`config.mk`:
```
export PLATFORM = sky130hd
export DESIGN_NAME = alu_decode_stage
export DESIGN_NICKNAME = d
export VERILOG_FILES = /design/src/rtl/alu_pkg.sv /design/src/rtl/alu_inst_decode.sv /design/src/rtl/alu_decode_stage.sv
export SDC_FILE = /design/constraint.sdc
export NUM_CORES = 1
export LEC_CHECK = 0
export BUFFER_PORTS_ARGS = -buffer_cell sky130_fd_sc_hd__buf_2
export CAP_MARGIN = 20
export CORE_ASPECT_RATIO = 0.6
export CORE_MARGIN = 2
export CORE_UTILIZATION = 43
export CTS_CLUSTER_DIAMETER = 30
export DETAILED_ROUTE_END_ITERATION = 12
export GPL_TIMING_DRIVEN = 0
export MAX_ROUTING_LAYER = met4
export PLACE_DENSITY_LB_ADDON = 0.15
export SYNTH_ARGS = -nofsm -noshare
export SYNTH_HDL_FRONTEND = slang
export SYNTH_SLANG_ARGS = --single-unit
```
`constraint.sdc`:
```
create_clock -name clk -period 13.3 [get_ports clk]
set_clock_uncertainty 0.2 [all_clocks]
set_input_delay 1.33 -clock clk [delete_from_list [all_inputs] [get_ports clk]]
set_output_delay 1.33 -clock clk [all_outputs]
set_load 0.01 [all_outputs]
```
`src/rtl/alu_pkg.sv`:
```
// Shared definitions for the RV32I decode stage and the ALU it feeds:
// opcode values, ALU func codes, operand-select encodings and the
// decoded bundle that travels from decode to execute.
package alu_pkg;

  localparam int XLEN   = 32;
  localparam int FUNC_W = 4;

  // Major opcodes handled by this stage (inst[6:0], low bits included).
  localparam logic [6:0] OPC_OP    = 7'b0110011;
  localparam logic [6:0] OPC_OPIMM = 7'b0010011;
  localparam logic [6:0] OPC_LUI   = 7'b0110111;
  localparam logic [6:0] OPC_AUIPC = 7'b0010111;

  // ALU func codes; these must match the execute-stage ALU.
  localparam logic [FUNC_W-1:0] FUNC_ADD  = 4'b0000;
  localparam logic [FUNC_W-1:0] FUNC_XOR  = 4'b0001;
  localparam logic [FUNC_W-1:0] FUNC_OR   = 4'b0010;
  localparam logic [FUNC_W-1:0] FUNC_AND  = 4'b0011;
  localparam logic [FUNC_W-1:0] FUNC_SLLI = 4'b0100;
  localparam logic [FUNC_W-1:0] FUNC_SLL  = 4'b0101;
  localparam logic [FUNC_W-1:0] FUNC_SRL  = 4'b0110;
  localparam logic [FUNC_W-1:0] FUNC_SRLI = 4'b0111;
  localparam logic [FUNC_W-1:0] FUNC_SLT  = 4'b1000;
  localparam logic [FUNC_W-1:0] FUNC_SLTU = 4'b1001;

  // Operand A source select.
  localparam logic [1:0] A_SEL_RS1  = 2'b00;
  localparam logic [1:0] A_SEL_PC   = 2'b01;
  localparam logic [1:0] A_SEL_ZERO = 2'b10;

  // Operand B source select.
  localparam logic B_SEL_RS2 = 1'b0;
  localparam logic B_SEL_IMM = 1'b1;

  // Everything execute needs for one instruction.
  typedef struct packed {
    logic [FUNC_W-1:0] func;
    logic              sub_sra;
    logic [4:0]        shamt;
    logic [1:0]        a_sel;
    logic              b_sel;
    logic [XLEN-1:0]   imm;
    logic [4:0]        rs1;
    logic [4:0]        rs2;
    logic [4:0]        rd;
    logic              rd_we;
    logic [XLEN-1:0]   pc;
    logic              illegal;
  } dec_bundle_t;

  // funct3 -> ALU func; the register and immediate forms differ only
  // for the two shift groups.
  function automatic logic [FUNC_W-1:0] alu_func(input logic [2:0] funct3,
                                                 input logic       is_imm);
    logic [FUNC_W-1:0] f;
    f = FUNC_ADD;
    case (funct3)
      3'b000:  f = FUNC_ADD;
      3'b001:  f = is_imm ? FUNC_SLLI : FUNC_SLL;
      3'b010:  f = FUNC_SLT;
      3'b011:  f = FUNC_SLTU;
      3'b100:  f = FUNC_XOR;
      3'b101:  f = is_imm ? FUNC_SRLI : FUNC_SRL;
      3'b110:  f = FUNC_OR;
      default: f = FUNC_AND;
    endcase
    return f;
  endfunction

endpackage

```
`src/rtl/alu_inst_decode.sv`:
```
// Pure combinational decode of one RV32I instruction (OP, OP-IMM, LUI,
// AUIPC) into an ALU control bundle. Anything else comes out as an
// illegal bundle with all controls and register fields cleared.
module alu_inst_decode
  import alu_pkg::*;
(
  input  logic [XLEN-1:0] inst,
  input  logic [XLEN-1:0] pc,
  output dec_bundle_t     dec
);

  logic [6:0] opcode;
  logic [2:0] funct3;
  logic [6:0] funct7;
  logic       is_shift_grp;
  logic       legal;
  dec_bundle_t raw;

  assign opcode       = inst[6:0];
  assign funct3       = inst[14:12];
  assign funct7       = inst[31:25];
  // funct3 001/101 are the shift groups, the only ones that use funct7/shamt.
  assign is_shift_grp = (funct3 == 3'b001) || (funct3 == 3'b101);

  // Field extraction and legality check per opcode class.
  always_comb begin
    // NOTE: every variable gets a default before the case so that no path
    // leaves it unassigned; otherwise synthesis infers a latch.
    raw   = '0;
    legal = 1'b0;
    raw.pc = pc;
    case (opcode)
      OPC_OP: begin
        raw.func  = alu_func(funct3, 1'b0);
        raw.a_sel = A_SEL_RS1;
        raw.b_sel = B_SEL_RS2;
        raw.rs1   = inst[19:15];
        raw.rs2   = inst[24:20];
        raw.rd    = inst[11:7];
        raw.rd_we = 1'b1;
        // Only add/sub and srl/sra have an alternate (funct7=0100000) form.
        if (funct3 == 3'b000 || funct3 == 3'b101) begin
          raw.sub_sra = (funct7 == 7'b0100000);
          legal       = (funct7 == 7'b0000000) || (funct7 == 7'b0100000);
        end else begin
          legal = (funct7 == 7'b0000000);
        end
      end
      OPC_OPIMM: begin
        raw.func  = alu_func(funct3, 1'b1);
        raw.a_sel = A_SEL_RS1;
        raw.b_sel = B_SEL_IMM;
        raw.imm   = {{20{inst[31]}}, inst[31:20]};
        raw.rs1   = inst[19:15];
        raw.rd    = inst[11:7];
        raw.rd_we = 1'b1;
        if (is_shift_grp) raw.shamt = inst[24:20];
        if (funct3 == 3'b001) begin
          legal = (funct7 == 7'b0000000);
        end else if (funct3 == 3'b101) begin
          raw.sub_sra = inst[30];
          legal       = (funct7 == 7'b0000000) || (funct7 == 7'b0100000);
        end else begin
          legal = 1'b1;
        end
      end
      OPC_LUI, OPC_AUIPC: begin
        raw.func  = FUNC_ADD;
        raw.a_sel = (opcode == OPC_LUI) ? A_SEL_ZERO : A_SEL_PC;
        raw.b_sel = B_SEL_IMM;
        raw.imm   = {inst[31:12], 12'b0};
        raw.rd    = inst[11:7];
        raw.rd_we = 1'b1;
        legal     = 1'b1;
      end
      default: legal = 1'b0;
    endcase
  end

  // Illegal instructions keep only the pc so the trap path can report it.
  always_comb begin
    dec = raw;
    if (!legal) begin
      dec         = '0;
      dec.pc      = pc;
      dec.illegal = 1'b1;
    end
  end

endmodule

```
`src/rtl/alu_decode_stage.sv`:
```
// Registered decode stage between fetch and execute. One output register
// plus a one-entry skid buffer give full throughput with a registered
// in_ready, and never drop an instruction under backpressure.
module alu_decode_stage
  import alu_pkg::*;
#(
  parameter int XLEN   = 32,
  parameter int FUNC_W = 4
) (
  input  logic              clk,
  input  logic              rst,
  input  logic              flush,
  input  logic              in_valid,
  output logic              in_ready,
  input  logic [XLEN-1:0]   in_inst,
  input  logic [XLEN-1:0]   in_pc,
  output logic              out_valid,
  input  logic              out_ready,
  output logic [FUNC_W-1:0] out_func,
  output logic              out_sub_sra,
  output logic [4:0]        out_shamt,
  output logic [1:0]        out_a_sel,
  output logic              out_b_sel,
  output logic [XLEN-1:0]   out_imm,
  output logic [4:0]        out_rs1,
  output logic [4:0]        out_rs2,
  output logic [4:0]        out_rd,
  output logic              out_rd_we,
  output logic [XLEN-1:0]   out_pc,
  output logic              out_illegal
);

  dec_bundle_t dec;
  dec_bundle_t out_q;
  dec_bundle_t skid_q;
  logic        out_valid_q;
  logic        skid_valid_q;
  logic        accept;
  logic        load_out;

  alu_inst_decode u_decode (
    .inst (in_inst),
    .pc   (in_pc),
    .dec  (dec)
  );

  assign in_ready = !skid_valid_q;
  assign accept   = in_valid && !skid_valid_q;
  // The output register can take a new bundle when empty or draining.
  assign load_out = !out_valid_q || out_ready;

  // Occupancy of the output register and skid entry; flush empties both.
  always_ff @(posedge clk) begin
    // NOTE: state is updated with non-blocking assignments so every
    // register samples pre-edge values regardless of statement order.
    if (rst) begin
      out_valid_q  <= 1'b0;
      skid_valid_q <= 1'b0;
    end else if (flush) begin
      out_valid_q  <= 1'b0;
      skid_valid_q <= 1'b0;
    end else if (load_out) begin
      if (skid_valid_q) begin
        out_valid_q  <= 1'b1;
        skid_valid_q <= 1'b0;
      end else begin
        out_valid_q  <= accept;
      end
    end else if (accept) begin
      skid_valid_q <= 1'b1;
    end
  end

  // Output payload: skid entry has priority over new input to keep order.
  always_ff @(posedge clk) begin
    if (rst) begin
      out_q <= '0;
    end else if (!flush && load_out) begin
      if (skid_valid_q) begin
        out_q <= skid_q;
      end else if (accept) begin
        out_q <= dec;
      end
    end
  end

  // Skid payload captures an input that arrives while the output stalls.
  always_ff @(posedge clk) begin
    // NOTE: no reset on this payload; it is only ever read when
    // skid_valid_q is set, and skid_valid_q is reset.
    if (!flush && !load_out && accept) begin
      skid_q <= dec;
    end
  end

  assign out_valid   = out_valid_q;
  assign out_func    = out_q.func;
  assign out_sub_sra = out_q.sub_sra;
  assign out_shamt   = out_q.shamt;
  assign out_a_sel   = out_q.a_sel;
  assign out_b_sel   = out_q.b_sel;
  assign out_imm     = out_q.imm;
  assign out_rs1     = out_q.rs1;
  assign out_rs2     = out_q.rs2;
  assign out_rd      = out_q.rd;
  assign out_rd_we   = out_q.rd_we;
  assign out_pc      = out_q.pc;
  assign out_illegal = out_q.illegal;

endmodule

```
* After elaboration in Yosys (flattened, before gate mapping)
Cells that the tools add are included.
Word-level totals: register bits 190, output and inout bits 96, word-level logic and storage cells 81
Operators by class: equality and inequality tests 11, muxes and demuxes 23, reductions and logical operators 21
Operator list (number):
- $mux W94 | 3
- $pmux W32 S2 | 1
- $pmux W4 S7 | 2
- $eq A7 B6 Y1 const B | 3
- $mux W5 | 4
- $eq A7 B5 Y1 const B | 2
- $eq A3 B3 Y1 const B | 3
- $pmux W4 S2 | 1
- $logic_not A7 Y1 | 1
- $mux W1 | 7
- $eq A3 B2 Y1 const B | 2
- $mux W6 | 1
- $pmux W3 S2 | 1
- $reduce_or A2 Y1 | 3
- $logic_and A1 B1 Y1 | 4
- $logic_not A1 Y1 | 4
- $logic_or A1 B1 Y1 | 4
- $reduce_or A4 Y1 | 1
- $eq A3 B1 Y1 const B | 1
- $logic_not A3 Y1 | 1
- $pmux W1 S3 | 1
- $reduce_or A3 Y1 | 1
- $mux W2 | 1
- $pmux W1 S2 | 1
- other kinds (2) | 2

* Logic depth before layout (Yosys ltp)
depth in word-level cells 8, gate-level depth with buffers 8, mapped depth without buffers 5

* Cells and area by module
Synthesis repeated with hierarchy kept, for this count alone.
Second synthesis, totals: cells, all modules 673, area total of the unflattened synthesis 8453.1 um^2
By module, submodules not included:
- alu_decode_stage | instances 1, cells an instance 534, area an instance 7503.4 um^2, sequential area each 4744.6 um^2
- alu_inst_decode | instances 1, cells an instance 139, area an instance 949.7 um^2, sequential area each 0.0 um^2

* Least setup slack after synthesis
OpenSTA, ideal clock, no wires.
path type input port to flip-flop, start in out_ready, end reg skid_q[0] in the netlist's numbering (enable), setup time 0.662 ns, arrival time 7.912 ns, data required time 12.438 ns, slack 4.526 ns, cell stages on the path 2, cell sequence nand2b_1 -> nor3_1
On the way: cells in the longest elaborated chain, start to end 4
Ends and longest elaborated chain:
- from (decl) | line alu_decode_stage.sv:18 | input logic out_ready,
- $logic_or A1 B1 Y1 | line alu_decode_stage.sv:50 | assign load_out = !out_valid_q || out_ready;
- $logic_not A1 Y1 | line alu_decode_stage.sv:91 | if (!flush && !load_out && accept) begin
- $logic_and A1 B1 Y1 (2 in series) | line alu_decode_stage.sv:91
- to (signal assigned) | line alu_decode_stage.sv:92 | skid_q <= dec;
- to (decl) | line alu_decode_stage.sv:35 | dec_bundle_t skid_q;
Every way passes these cells. A chain may end at the register's enable or synchronous reset.

* Worst setup path after layout
start reg skid_valid_q, end out in_ready
On the way: cells in the longest elaborated chain, start to end 1
Ends and longest elaborated chain:
- from (decl) | line alu_decode_stage.sv:37 | logic skid_valid_q;
- from (signal assigned) | line alu_decode_stage.sv:58 | skid_valid_q <= 1'b0;
- from (signal assigned) | line alu_decode_stage.sv:61 | skid_valid_q <= 1'b0;
- from (signal assigned) | line alu_decode_stage.sv:65 | skid_valid_q <= 1'b0;
- $logic_not A1 Y1 | line alu_decode_stage.sv:47 | assign in_ready = !skid_valid_q;
- to (decl) | line alu_decode_stage.sv:14 | output logic in_ready,
Every way passes these cells.

==> flow_metrics.py <==
metrics = {
    "global_routing": {
        "grt_pass1_vias": 6324,
        "grt_pass1_wl_um": 36090,
        "grt_util_all_layers": 0.2494,
        "overflow": 0,
        "antenna_found_initial": 1,
        "grt_max_degree": 17,
    },
    "timing": {
        "fin_crit_ps": 3780,
        "slew-limit-headroom": 0.3337,
        "grt_setup_unrepaired": "false",
        "hold_viol_final": 0,
        "tightest_slew_ps": 991.8,
        "setup_viol": 0,
        "period_share": 0.2842,
        "maxSlewViolCount": 0,
        "fin_ws_ps": 9520,
        "fmax_ghz": 0.2645,
        "finalSetupTns_ps": 0,
    },
    "power": {
        "vdd_ir_drop_max_mv": 0.08516,
        "power_density_nw_per_um2": 123.3,
        "p_leak_nw": 4.147,
    },
    "clock_tree": {
        "clk_pin_slew_worst_paths_ps": 70,
        "tritoncts": "done",
        "clock_latency_ps": 430,
        "root_buffer": "clkbuf_16",
        "cts_buffer_depth": 2,
        "holdBufCountCts": 0,
        "clock_sinks": 190,
        "cts-resized-gates": 0,
        "htreeDepth": 4,
        "postCtsSetupBuffers": 0,
        "cts_made_buffers": 17,
    },
    "placed_design": {
        "io_buffers": 161,
        "place.gp.congestion": 0.8998,
        "dp_hpwl_um": 17300,
        "place_ws_ps": 9380,
        "dpl_cell_area_sq_um": 9240,
    },
    "logic_synthesis": {
        "synth_edf_count": 94,
        "synth_flop_cell": "dfxtp_1",
        "synthArstFlopShare": 0,
        "yosys_register_bits": 190,
        "synth.area.top_cells": "edfxtp_1 (35%), dfxtp_1 (24%), a21o_1 (4.1%)",
        "netlist_area_sq_um": 8028,
        "synthTopCellsByCount": "dfxtp_1 (96), edfxtp_1 (94), o21ai_0 (55)",
        "ys_warn_count": 0,
        "yosys.area.top_type_share": 0.3516,
        "avgSynthCellArea_sq_um": 11.35,
        "yosysMostFrequentCell": "dfxtp_1",
        "synth_top_area_cell": "edfxtp_1",
        "synth_nets": 776,
        "ys_seq_area_frac": 0.5910,
        "synthCells": 707,
        "synth_cell_type_count": 56,
    },
    "final_layout": {
        "stdcell_area_sq_um": 9801,
        "fillers": 1602,
        "area_delta_synth_final_pct": 22.09,
        "utilization": 0.5396,
        "multi_input_area_sq_um": 3025,
        "nets": 967,
        "seq_area_sq_um": 4745,
        "drive_gt1_frac": 0.2527,
    },
    "critical_path": {
        "cp-start-kind": "flop",
        "endpoint_kind": "primary output",
        "cpMostUsedCell": "clkbuf_1",
        "cp_max_fo": 10,
        "criticalPathCategory": "reg -> out",
        "worstPathRequired_ps": 11770,
        "cpPeakStageDelay_ps": 520,
        "critPathSlowestCell": "clkbuf_1",
        "critPathArrivalTime_ps": 2250,
        "path_cells": "buf_4 > inv_1 > clkbuf_1 > clkbuf_1 > buf_2",
    },
    "drt": {
        "first_iter_violations": 720,
        "drt-wirelength-per-cell_um": 20.71,
        "wl_um": 23840,
        "via_count": 6632,
        "drc": 0,
        "ant_nets": 0,
        "firstDrtPassIters": 5,
        "vias_per_cell": 5.762,
    },
    "floorplanning": {
        "die_w_um": 180.4,
        "core-area_sq_um": 18160,
        "io_pins": 165,
        "fp.dieH_um": 109.8,
        "start_util": 0.4420,
        "dieArea_sq_um": 19810,
        "num_rows": 38,
    },
    "min_path": {
        "min_path_type": "reg -> reg",
    },
    "flow_run": {
        "cap_viol_max_count": 0,
    },
    "status": {
        "status": "finished clean",
    },
}
layer usage:
metal / up-vias / track usage / part of all wire
li1: 3051 / - / -
met1: 3226 / 0.3692 / 0.49
met2: 329 / 0.3446 / 0.41
met3: 26 / 0.04803 / 0.091
met4: 0 / 0.07143 / 0.011
met5: - / - / 0
kinds of logic (layout without fill, tap and decap cells):
group | Yosys count | after routing | share of synthesized area
AO/OA/AOI/OAI | 250 | 250 | 0.2103
flip-flops | 190 | 190 | 0.5910
AND/OR/NAND/NOR | 173 | 173 | 0.1250
buffers and inverters | 61 | 264 | 0.03273
multiplexers | 32 | 32 | 0.03990
XOR/XNOR | 1 | 1 | 0.001091
other | 0 | 1 | 0
layout make-up:
class,instances,area share
Antenna cell,1,0.0002553
Clock inverter,12,0.01149
Clock buffer,19,0.04417
Buffer,56,0.02489
Timing Repair Buffer,172,0.09383
Sequential cell,190,0.4841
Tap cell,240,0.03064
Multi-Input combinational cell,456,0.3087
Inverter,5,0.001915
worst paths after layout:
| check | start | to | slack (ps) | cells after the start |
|---|---|---|---|---|
| worst max-delay path | skid_valid_q | in_ready | 9520 | 5 |
| worst min-delay path | skid_q[79] | out_imm[30] | 280 | 2 |
| worst max register to register | skid_valid_q | out_pc[13] | 10360 | 6 |
| worst min register to register | skid_q[79] | out_imm[30] | 280 | 2 |
layout by cell type, fill, tap and decap left out, types with 3 or more instances in the layout:
master,netlist,routed
a22oi_1,19,19
buf_4,2,3
o2bb2ai_1,12,12
dfxtp_1,96,96
clkbuf_1,39,41
o22ai_1,7,7
nor3_1,5,4
clkbuf_16,0,17
clkinvlp_4,0,4
nand2b_1,5,5
a21o_1,44,44
buf_1,4,4
and2_1,34,34
nand2_1,9,9
o21ai_0,55,55
and3_1,25,25
buf_2,9,171
a32o_1,5,5
nor2_1,48,48
nor2b_1,20,20
a31oi_1,5,5
inv_6,0,3
a21oi_1,40,40
a221oi_1,5,5
edfxtp_1,94,94
a211oi_1,34,34
inv_1,5,5
mux2i_1,32,32
buf_6,2,9
nor4_1,4,4
o21ai_1,11,11
nor4_2,3,3
nand3_1,5,5
sequential cells by signal (all words and copies together), names as in the netlist:
register	count
out_illegal	1
out_rd_we	1
skid_q	94
out_func	4
out_a_sel	2
out_rs1	5
out_b_sel	1
out_imm	32
out_rs2	5
out_pc	32
out_rd	5
out_valid	1
skid_valid_q	1
out_sub_sra	1
out_shamt	5
power by group:
part / leakage (nW) / switching (mW) / internal (mW) / total, mW
clock network: 0.254 / 0.228 / 0.258 / 0.486
registers: 1.78 / 0.00535 / 0.622 / 0.627
logic: 2.11 / 0.0627 / 0.0328 / 0.0955
total: 4.15 / 0.296 / 0.913 / 1.21
critical path, delay by kind of cell, from the launching register on:
family   cells  cell delay (ps)
buf+inv      5             1500
flops        1              310
stage by stage:
| step | power [mW] | cells | hold WS (ps) |
|---|---|---|---|
| floorplan | 0.6883 | 707 | 247.2 |
| global placement | 0.7312 | 1108 | 257.7 |
| detailed placement | 0.7340 | 1117 | 264.9 |
| CTS | 1.214 | 1148 | 276.7 |
| global route | 1.252 | 1151 | 323.8 |
| finish | 1.208 | 1151 | 278.7 |
No activity file was read; power rests on OpenSTA's default activity.
